File: src/rtl/led_pwm_breathe.sv
// Multi-channel breathing LED PWM driver: triangle brightness ramp, per-channel phase offset.
// Optional build macro LED_GAMMA_EN squares each channel duty (approx. gamma 2.0).
module led_pwm_breathe #(
    parameter int CHANNELS     = 8,
    parameter int PWM_BITS     = 8,
    parameter int STEP_PERIODS = 4,
    parameter int PHASE_STEP   = 32
) (
    input  logic                clk_i,
    input  logic                rst_i,
    input  logic                en_i,
    output logic [CHANNELS-1:0] led_o,
    output logic [PWM_BITS-1:0] level_o,
    output logic                dir_o,
    output logic                period_o
);

    localparam logic [PWM_BITS-1:0] MAX       = '1;
    localparam logic [PWM_BITS-1:0] LVL_TOP   = MAX - PWM_BITS'(1);
    localparam logic [PWM_BITS-1:0] LVL_BOT   = PWM_BITS'(1);
    localparam int                  SCW       = (STEP_PERIODS > 1) ? $clog2(STEP_PERIODS) : 1;
    localparam logic [SCW-1:0]      STEP_LAST = SCW'(STEP_PERIODS - 1);

    typedef enum logic {
        UP   = 1'b0,
        DOWN = 1'b1
    } ramp_e;

    function automatic logic [PWM_BITS-1:0] shape(input logic [PWM_BITS-1:0] d);
`ifdef LED_GAMMA_EN
        logic [2*PWM_BITS-1:0] sq;
        sq = {{PWM_BITS{1'b0}}, d} * {{PWM_BITS{1'b0}}, d};
        return sq[2*PWM_BITS-1:PWM_BITS];
`else
        return d;
`endif
    endfunction

    logic [PWM_BITS-1:0] pwm_cnt;
    logic [SCW-1:0]      step_cnt;
    logic [PWM_BITS-1:0] level;
    ramp_e               state;
    logic [PWM_BITS-1:0] duty_q [CHANNELS];
    logic [PWM_BITS-1:0] duty_d [CHANNELS];
    logic [CHANNELS-1:0] led_d;
    logic                period_end;
    logic                step;

    assign period_end = en_i && (pwm_cnt == MAX);
    assign step       = period_end && (step_cnt == STEP_LAST);

    // NOTE: every always_comb output gets a default first so no path can infer a latch.
    always_comb begin
        led_d = '0;
        for (int k = 0; k < CHANNELS; k++) begin
            duty_d[k] = shape(level + PWM_BITS'(k * PHASE_STEP));
            led_d[k]  = en_i && (pwm_cnt < duty_q[k]);
        end
    end

    // NOTE: sequential state uses non-blocking assignments only, so every register
    // samples pre-edge values; this is what gives duty_q the pre-step level.
    always_ff @(posedge clk_i or posedge rst_i) begin
        if (rst_i) begin
            pwm_cnt  <= '0;
            step_cnt <= '0;
            level    <= '0;
            state    <= UP;
            led_o    <= '0;
            period_o <= 1'b0;
            // NOTE: the duty bank is a handful of flops, not a RAM, so it is reset
            // along with everything else; LEDs must be dark straight out of reset.
            for (int k = 0; k < CHANNELS; k++) begin
                duty_q[k] <= '0;
            end
        end else begin
            led_o    <= led_d;
            period_o <= period_end;

            if (en_i) begin
                pwm_cnt <= pwm_cnt + PWM_BITS'(1);
            end

            if (period_end) begin
                step_cnt <= step ? '0 : step_cnt + SCW'(1);
                for (int k = 0; k < CHANNELS; k++) begin
                    duty_q[k] <= duty_d[k];
                end
            end

            // Direction flips on the same step that reaches the end point.
            if (step) begin
                case (state)
                    UP: begin
                        level <= level + PWM_BITS'(1);
                        if (level == LVL_TOP) state <= DOWN;
                    end
                    DOWN: begin
                        level <= level - PWM_BITS'(1);
                        if (level == LVL_BOT) state <= UP;
                    end
                    default: state <= UP;
                endcase
            end
        end
    end

    assign level_o = level;
    assign dir_o   = (state == DOWN);

endmodule

File: config.mk
export PLATFORM = sky130hd
export DESIGN_NAME = led_pwm_breathe
export DESIGN_NICKNAME = d
export VERILOG_FILES = /design/src/rtl/led_pwm_breathe.sv
export SDC_FILE = /design/constraint.sdc
export NUM_CORES = 1
export LEC_CHECK = 0
export CAP_MARGIN = 20
export CORE_AREA = 2 2 105 107
export DETAILED_ROUTE_END_ITERATION = 6
export DIE_AREA = 0 0 107 109
export GPL_TIMING_DRIVEN = 0
export PLACE_DENSITY = 0.4
export SLEW_MARGIN = 10
export SYNTH_ARGS = -nofsm -noshare
export SYNTH_HDL_FRONTEND = slang
export SYNTH_SLANG_ARGS = --single-unit
File: constraint.sdc
create_clock -name clk_i -period 3.55 [get_ports clk_i]
set_clock_uncertainty 0.05 [all_clocks]
set_input_delay 1.065 -clock clk_i [delete_from_list [all_inputs] [get_ports clk_i]]
set_output_delay 1.065 -clock clk_i [all_outputs]
set_load 0.02 [all_outputs]
# ---- Word level (Yosys, flattened, before mapping)
# Index checks and enable logic that the tools add are counted.
dict set report word_totals {
  wordCells 53
  ff_bits 92
  out_inout_bits 18
}
dict set report classes {
  n_mux 5
  bitwise 1
  eq_ne 4
  reduce_logical 10
  addsub 11
  n_lt_le_gt_ge 8
}
# cell n
set ops {}
lappend ops {{8-bit < comparator} 8}
lappend ops {{8-bit adder (second input constant)} 4}
lappend ops {{8-bit by 1-bit adder with 8-bit output (second input constant)} 2}
lappend ops {{8-bit by 7-bit adder with 8-bit output (second input constant)} 2}
lappend ops {{8-bit == test (second input constant)} 2}
lappend ops {{8-bit one-hot mux with 2 select lines} 1}
lappend ops {{1-bit logical AND} 10}
lappend ops {{8-bit by 6-bit adder with 8-bit output (second input constant)} 1}
lappend ops {{8-bit by 1-bit == test with 1-bit output (second input constant)} 1}
lappend ops {{8-bit by 1-bit subtractor with 8-bit output (second input constant)} 1}
lappend ops {{2-bit by 1-bit adder with 2-bit output (second input constant)} 1}
lappend ops {{2-bit == test (second input constant)} 1}
lappend ops {{1-bit two-way mux} 2}
lappend ops {{2-bit two-way mux} 1}
lappend ops {{1-bit one-hot mux with 2 select lines} 1}
lappend ops {{1-bit NOT} 1}

# ---- Depth between registers and ports, before layout
# Gate-level depths: netlist of the first run.
dict set report depth {
  depth_word 4
  depth_mapped 6
}

# ---- Worst setup path after synthesis of the first run
# No wires, ideal clock.
dict set report synth_timing {
  kind {input -> register}
  startpoint {in en_i}
  endpoint {reg state, in the netlist dir_o}
  setup_time_ps 135
  path_slack_ps 1309
  t_required_ps 3365
  t_arrival_ps 2056
  cell_stages 5
  n_path_buf 1
  cell_sequence {nand4_4 -> or3_1 -> buf_2 -> o41ai_2 -> o31ai_1}
}
dict set report synth_between {
  elab_chain_cells 2
}
# item line
set synth_lines {}
lappend synth_lines {{start: declaration} 11} ;# input logic en_i,
lappend synth_lines {{1-bit logical AND} 49} ;# assign period_end = en_i && (pwm_cnt == MAX);
lappend synth_lines {{1-bit logical AND} 50} ;# assign step = period_end && (step_cnt == STEP_LAST);
lappend synth_lines {{end signal: assignment} 68} ;# state <= UP;
lappend synth_lines {{end signal: assignment} 96} ;# if (level == LVL_TOP) state <= DOWN;
lappend synth_lines {{end signal: assignment} 100} ;# if (level == LVL_BOT) state <= UP;
lappend synth_lines {{end: declaration} 42} ;# ramp_e state;
# No other way between the ends.
# A chain may end at the register's enable or synchronous reset.

# ---- Final worst setup path of the first run
dict set report layout_timing {
  startpoint {in en_i}
  endpoint {reg duty_q[54] (netlist bit)}
}
dict set report layout_between {
  elab_chain_cells 1
}
# item line
set layout_lines {}
lappend layout_lines {{1-bit logical AND} 49}
lappend layout_lines {{end signal: indexed assignment} 87} ;# duty_q[k] <= duty_d[k];
lappend layout_lines {{end: declaration} 43} ;# logic [PWM_BITS-1:0] duty_q [CHANNELS];
# No other way between the ends.

==> metrics, run 1 <==
Hold EP=step_cnt[1]$_DFFE_PP0P_; top-area cell type share of the netlist area=a little under half; gr busiest metal=met2; Synth Net Count=286; synthesized cell area=2560 um^2; met1 global-route usage=14.2%; largest net degree at the start of global routing=26; min Tclk post-route=2.75 ns; slowest stage delay, CP=about 0.6 ns; clock root buffer=clkbuf_8; Reg2Reg Launch Point=pwm_cnt[0]$_DFFE_PP0P_; Final ANT Viol Nets=0; area of the multi-input gates=between 1000 and 1500 um^2; crit path cell chain=clkdlybuf4s50_1, nand4_4, nor2_1, clkbuf_1, o21ai_0; max frequency=0.364 GHz; Final Hold Viols=0; initial antenna violation count=0; die width=107 um; Die Y=~110 um; Synth top cells by count=dfrtp_1, nand2_1, ha_1; CTS Sinks=47; CTS tree=yes; slowest library cell on the worst path=clkdlybuf4s50_1; Worst-Margin Slew=between 0.6 and 0.7 ns; Pre-antenna DRT Iters=4; Worst Min Path Start=step_cnt[1]$_DFFE_PP0P_; max-slew violation count=0; asr flop ratio synth=100%; ant diodes=0; Static Leak=1.39 nW; CP startpoint kind=input port; post_cts resized=0; Max VDD drop=about 0.00015 V; CTS max path bufs=2; All-Layer GR Usage=10.4%; Crit Path Class=input port to register; IO Pins=21; row cnt=38; worst rel slew slack=53.1%; CP Max Fanout=10; reg-to-reg slack, setup=between 1 and 1.5 ns; DR vias=1778; Iteration-0 DRC Markers=26; MaxCap Viol Count=0; fraction of layout cells with a size suffix above 1=under 10%; die footprint=11700 um^2; register area share after synthesis=~46%; reg2reg path depth=5; core area=about 11000 um^2; post-synth cell types=33; final setup violation count=0; Mapped Cells=254; M3 GR Usage=1.61%; HPWL Detailed=between 4000 and 5000 um; later-pin clock latency in the skew report=0.29 ns; Area Overhead vs Synth=18.8%; Critical R2R Capture=duty_q[54]$_DFFE_PP0P_; vias in the first global route=1811; drc violations=0; Syn. warnings=0; top post-synthesis cells by area=dfrtp_1, ha_1, nand2_1; Avg Inst Size Synth=~10 um^2; status=finished clean; nets@finish=314; Required @ worst endpoint=3.66 ns; CTS clk-pin slew, worst paths=about 0.080 ns; drt total wl=5400 um; GRT met2 Usage=between 15 and 20%; Port Buffers=20; routability congestion estimate=0.751; Post-synth EDFFs=0; cts hold-fix bufs=0; RSZ-0062 raised after global routing=no; first-pass GRT wire length=9540 um; grt ovf=0; pwr dens=425 nW/um^2; crit path DAT=around 2.9 ns; Post-CTS Setup Repair Bufs=0; Final Power=1.29 mW; Via-to-Cell Ratio=4.21; CTS H-tree lvls=2; top_reg_cell synth=dfrtp_1; TritonCTS Buffers=5; top-count cell post-synth=dfrtp_1; Final Cycle Share=77.5%; Crit. End Element=register; setup_tns=0 ns; fillers=between 1000 and 1500; Yosys top cell by area=dfrtp_1; Hold Path Depth=2; Initial Util=24.2%; post-DR wirelength/cell=12.8 um; HP Class=register to register; FF/Latch Area=about 1200 um^2; #FFs+latches synth=47
==> metrics by stage <==
stage	util, %	cell area, um^2	hold WS (ns)	instances	setup WS, ns
floorplan	-	2560	0.393	254	1.31
global placement	27.7	2940	0.414	414	0.190
detailed placement	27.9	2960	0.421	415	0.416
CTS	28.7	3050	0.440	422	0.743
global route	28.7	3050	0.463	422	0.623
finish	28.7	3050	0.432	422	0.800
==> final cells by class <==
| class | count | share of cell area, % |
|---|---|---|
| sequential | 47 | 38.6 |
| tap | 140 | 5.75 |
| buffer | 15 | 2.87 |
| multi-input combinational | 164 | 39.2 |
| clock buffer | 6 | 2.71 |
| inverter | 28 | 3.45 |
| clock inverter | 1 | 0.164 |
| timing repair buffer | 21 | 7.22 |
==> routing by layer <==
metal  wire (um)  vias up
met3         101        5
met5           0        -
met4          85        0
met1        2690      843
li1            -      908
met2        2530       22
==> where the power goes <==
group | total [mW] | leakage, nW | switching, mW | internal [mW]
registers | 0.675 | 0.561 | 0.0840 | 0.591
logic | 0.294 | 0.783 | 0.159 | 0.135
clock network | 0.326 | 0.0470 | 0.173 | 0.153
==> critical path: cells and delay by family <==
family	cells	cell delay (ns)
compound gates	1	0.13
simple gates	2	0.66
buf+inv	2	1.01
==> worst max path at each step <==
stage,from,end,slack [ns],cells after the start
after floorplan,en_i,dir_o$_DFFE_PP0P_,1.31,5
after global placement,rst_i,pwm_cnt[3]$_DFFE_PP0P_,0.19,2
after detailed placement,en_i,duty_q[54]$_DFFE_PP0P_,0.42,5
after CTS,en_i,duty_q[54]$_DFFE_PP0P_,0.74,5
after global routing,en_i,duty_q[59]$_DFFE_PP0P_,0.62,5
final,en_i,duty_q[54]$_DFFE_PP0P_,0.80,5
==> flip-flops by register name, summed over array words and instances, names as in the netlist <==
| signal | cells |
|---|---|
| led_o | 8 |
| period_o | 1 |
| duty_q | 19 |
| level_o | 8 |
| dir_o | 1 |
| step_cnt | 2 |
| pwm_cnt | 8 |
==> logic make-up (layout without fill, tap and decap cells) <==
| group | after synthesis | count (layout) | share of synthesized area (%) |
|---|---|---|---|
| adder cells (fa/ha/maj) | 29 | 29 | 14.1 |
| multiplexers | 2 | 2 | 0.829 |
| buffers and inverters | 43 | 71 | 7.51 |
| flip-flops | 47 | 47 | 45.9 |
| AO/OA/AOI/OAI | 43 | 43 | 10.5 |
| XOR/XNOR | 17 | 17 | 5.81 |
| AND/OR/NAND/NOR | 73 | 73 | 15.3 |
==> cell usage in the layout, fill, tap and decap left out, types with 2 or more instances in the layout <==
| master | count |
|---|---|
| a21boi_0 | 3 |
| a21o_1 | 5 |
| a21oi_1 | 3 |
| a31oi_1 | 9 |
| buf_4 | 8 |
| clkbuf_1 | 6 |
| clkbuf_8 | 6 |
| clkdlybuf4s50_1 | 20 |
| dfrtp_1 | 47 |
| ha_1 | 29 |
| inv_1 | 27 |
| nand2_1 | 34 |
| nand2b_1 | 2 |
| nand3_1 | 7 |
| nand3b_1 | 10 |
| nand4_1 | 4 |
| nor2_1 | 5 |
| nor3_1 | 2 |
| nor4_1 | 2 |
| o21ai_0 | 17 |
| o22ai_1 | 2 |
| or2_2 | 2 |
| or3_1 | 2 |
| xnor2_1 | 14 |
| xor2_1 | 3 |
No activity file was read; power rests on OpenSTA's default activity.
==> run 2: changes to the inputs <==
- clock period: 3.55 -> 2.6 ns (I/O delays scaled with it)
==> metrics, run 2 (same netlist as run 1, synthesis figures left out) <==
status=finished clean (unchanged); DP Worst Slack=-0.249 ns (was 0.416 ns); MaxCap Viol Count=0 (unchanged); CTS max path bufs=2 (unchanged); CTS H-tree lvls=2 (unchanged); Required @ worst endpoint=1.77 ns (was 3.66 ns); Hold Path Depth=2 (unchanged); Crit Path Class=register to primary output (was input port to register); CP Max Fanout=8 (was 10); die width=107 um (unchanged); CTS Sinks=47 (unchanged); drt total wl=5410 um (was 5400 um); gr busiest metal=met2 (unchanged); ant diodes=0 (unchanged); DR vias=1784 (was 1778); Crit. End Element=primary output (was register); Area Overhead vs Synth=18.9% (was 18.8%); Static Leak=1.39 nW (about the same); Iteration-0 DRC Markers=26 (unchanged); max-slew violation count=0 (unchanged); post-DR wirelength/cell=12.8 um (about the same); Worst-Margin Slew=0.696 ns (was 0.697 ns); slowest library cell on the worst path=clkdlybuf4s50_1 (unchanged); row cnt=38 (unchanged); min Tclk post-route=around 2.5 ns; Post-CTS Setup Repair Bufs=0 (unchanged); Biggest register=duty_q (unchanged); crit path DAT=1.63 ns (was 2.86 ns); Pre-antenna DRT Iters=4 (unchanged); vias in the first global route=1811 (unchanged); Final Cycle Share=94.6%; setup_tns=0 ns (unchanged); setup ws final=0.140 ns (was 0.800 ns); max reg flops=19 (unchanged); worst rel slew slack=53.1% (about the same); Via-to-Cell Ratio=4.23 (was 4.21); initial antenna violation count=0 (unchanged); Final ANT Viol Nets=0 (unchanged); core area=10600 um^2 (unchanged); kind of cell adding the most delay to the critical path=buffers and inverters (unchanged); Max VDD drop=0.000207 V (was 0.000152 V); max frequency=0.407 GHz; drc violations=0 (unchanged); met1 global-route usage=14.2% (unchanged); critical path depth=2 (was 5); Final Core Density=28.8% (was 28.7%); grt ovf=0 (unchanged); M3 GR Usage=1.61% (unchanged); CTS tree=yes (unchanged); CP startpoint kind=register (was input port); RSZ-0062 raised after global routing=no (unchanged); clock root buffer=clkbuf_8 (unchanged); WP buf/inv=2 (unchanged); Die Y=109 um (unchanged); first-pass GRT wire length=9540 um (unchanged); Final Hold Viols=0 (unchanged); All-Layer GR Usage=10.4% (unchanged); later-pin clock latency in the skew report=0.29 ns (about the same); die footprint=11700 um^2 (unchanged); largest net degree at the start of global routing=26 (unchanged); IO Pins=21 (unchanged); CTS clk-pin slew, worst paths=0.09 ns (was 0.08 ns); pwr dens=581 nW/um^2 (was 425 nW/um^2); cts hold-fix bufs=0 (unchanged); nets@finish=314 (unchanged); crit path cell chain=buf_4, clkdlybuf4s50_1 (was clkdlybuf4s50_1, nand4_4, nor2_1, clkbuf_1, o21ai_0); Initial Util=24.2% (unchanged); most common cell after layout, fill and taps aside=dfrtp_1 (unchanged); slowest stage delay, CP=0.59 ns (was 0.60 ns); final setup violation count=0 (unchanged); routability congestion estimate=0.751 (unchanged); Port Buffers=20 (unchanged); HPWL Detailed=4110 um (unchanged); most frequent cells in the layout=dfrtp_1, nand2_1, ha_1 (unchanged); reg2reg path depth=6 (was 5); TritonCTS Buffers=5 (unchanged); fraction of layout cells with a size suffix above 1=9.22% (was 8.87%); GRT met2 Usage=16.9% (unchanged); HP Class=register to register (unchanged)
==> run 2: cell counts in the layout (fill, tap and decap cells not counted) <==
Identical to the previous run, type by type.
==> run 2: layout make-up <==
class,instances,area (um^2)
Inverter,28,105
Tap cell,140,175
Timing Repair Buffer,21,220
Clock buffer,6,82.6
Multi-Input combinational cell,164,1200
Clock inverter,1,5.00
Buffer,15,87.6
Fill cell,1132,7550
Sequential cell,47,1180
==> run 2: power breakdown <==
group	total (mW)	switching [mW]	internal, mW	leakage, nW
sequential	0.921	0.114	0.807	0.561
clock	0.448	0.239	0.209	0.0470
combinational	0.402	0.218	0.184	0.783
==> run 2: worst reg2reg max path, delay by kind of cell (launching register included) <==
kind            cells  cell delay (ns)
simple gates        2             0.58
flops               1             0.46
compound gates      2             0.42
fa+ha+maj           1             0.31
buf+inv             1             0.18
==> run 2: metrics by stage <==
stage                     instances  hold slack, ns  area, um^2  power, mW
after floorplan                 254           0.393        2560       1.20
after global placement          414           0.414        2940       1.33
after detailed placement        415           0.421        2960       1.34
after CTS                       422           0.440        3050       1.81
after global routing            422           0.463        3050       1.90
final                           422           0.432        3050       1.77
==> run 2: repair_timing <==
action / CTS / global route
gates resized for setup: 0 / 1
endpoints found under the setup margin: 0 / 7
hold endpoints to repair: 0 / 0
==> run 2: worst paths after layout <==
check                      slack, ns                 endpoint               startpoint
min                             0.43  step_cnt[1]$_DFFE_PP0P_  step_cnt[1]$_DFFE_PP0P_
min reg2reg                     0.43  step_cnt[1]$_DFFE_PP0P_  step_cnt[1]$_DFFE_PP0P_
max reg2reg                     0.48        dir_o$_DFFE_PP0P_   pwm_cnt[0]$_DFFE_PP0P_
max in group asynchronous       1.17   duty_q[60]$_DFFE_PP0P_                    rst_i
min in group asynchronous       0.81   level_o[1]$_DFFE_PP0P_                    rst_i
max                             0.14               level_o[5]   level_o[5]$_DFFE_PP0P_
==> run 2: per-layer routing <==
layer  wire [um]  vias up  part of all wire, %
li1            -      907                    -
met2        2530       22                   47
met5           0        -                    0
met3         101        5                  1.9
met4          84        0                  1.6
met1        2690      850                   50
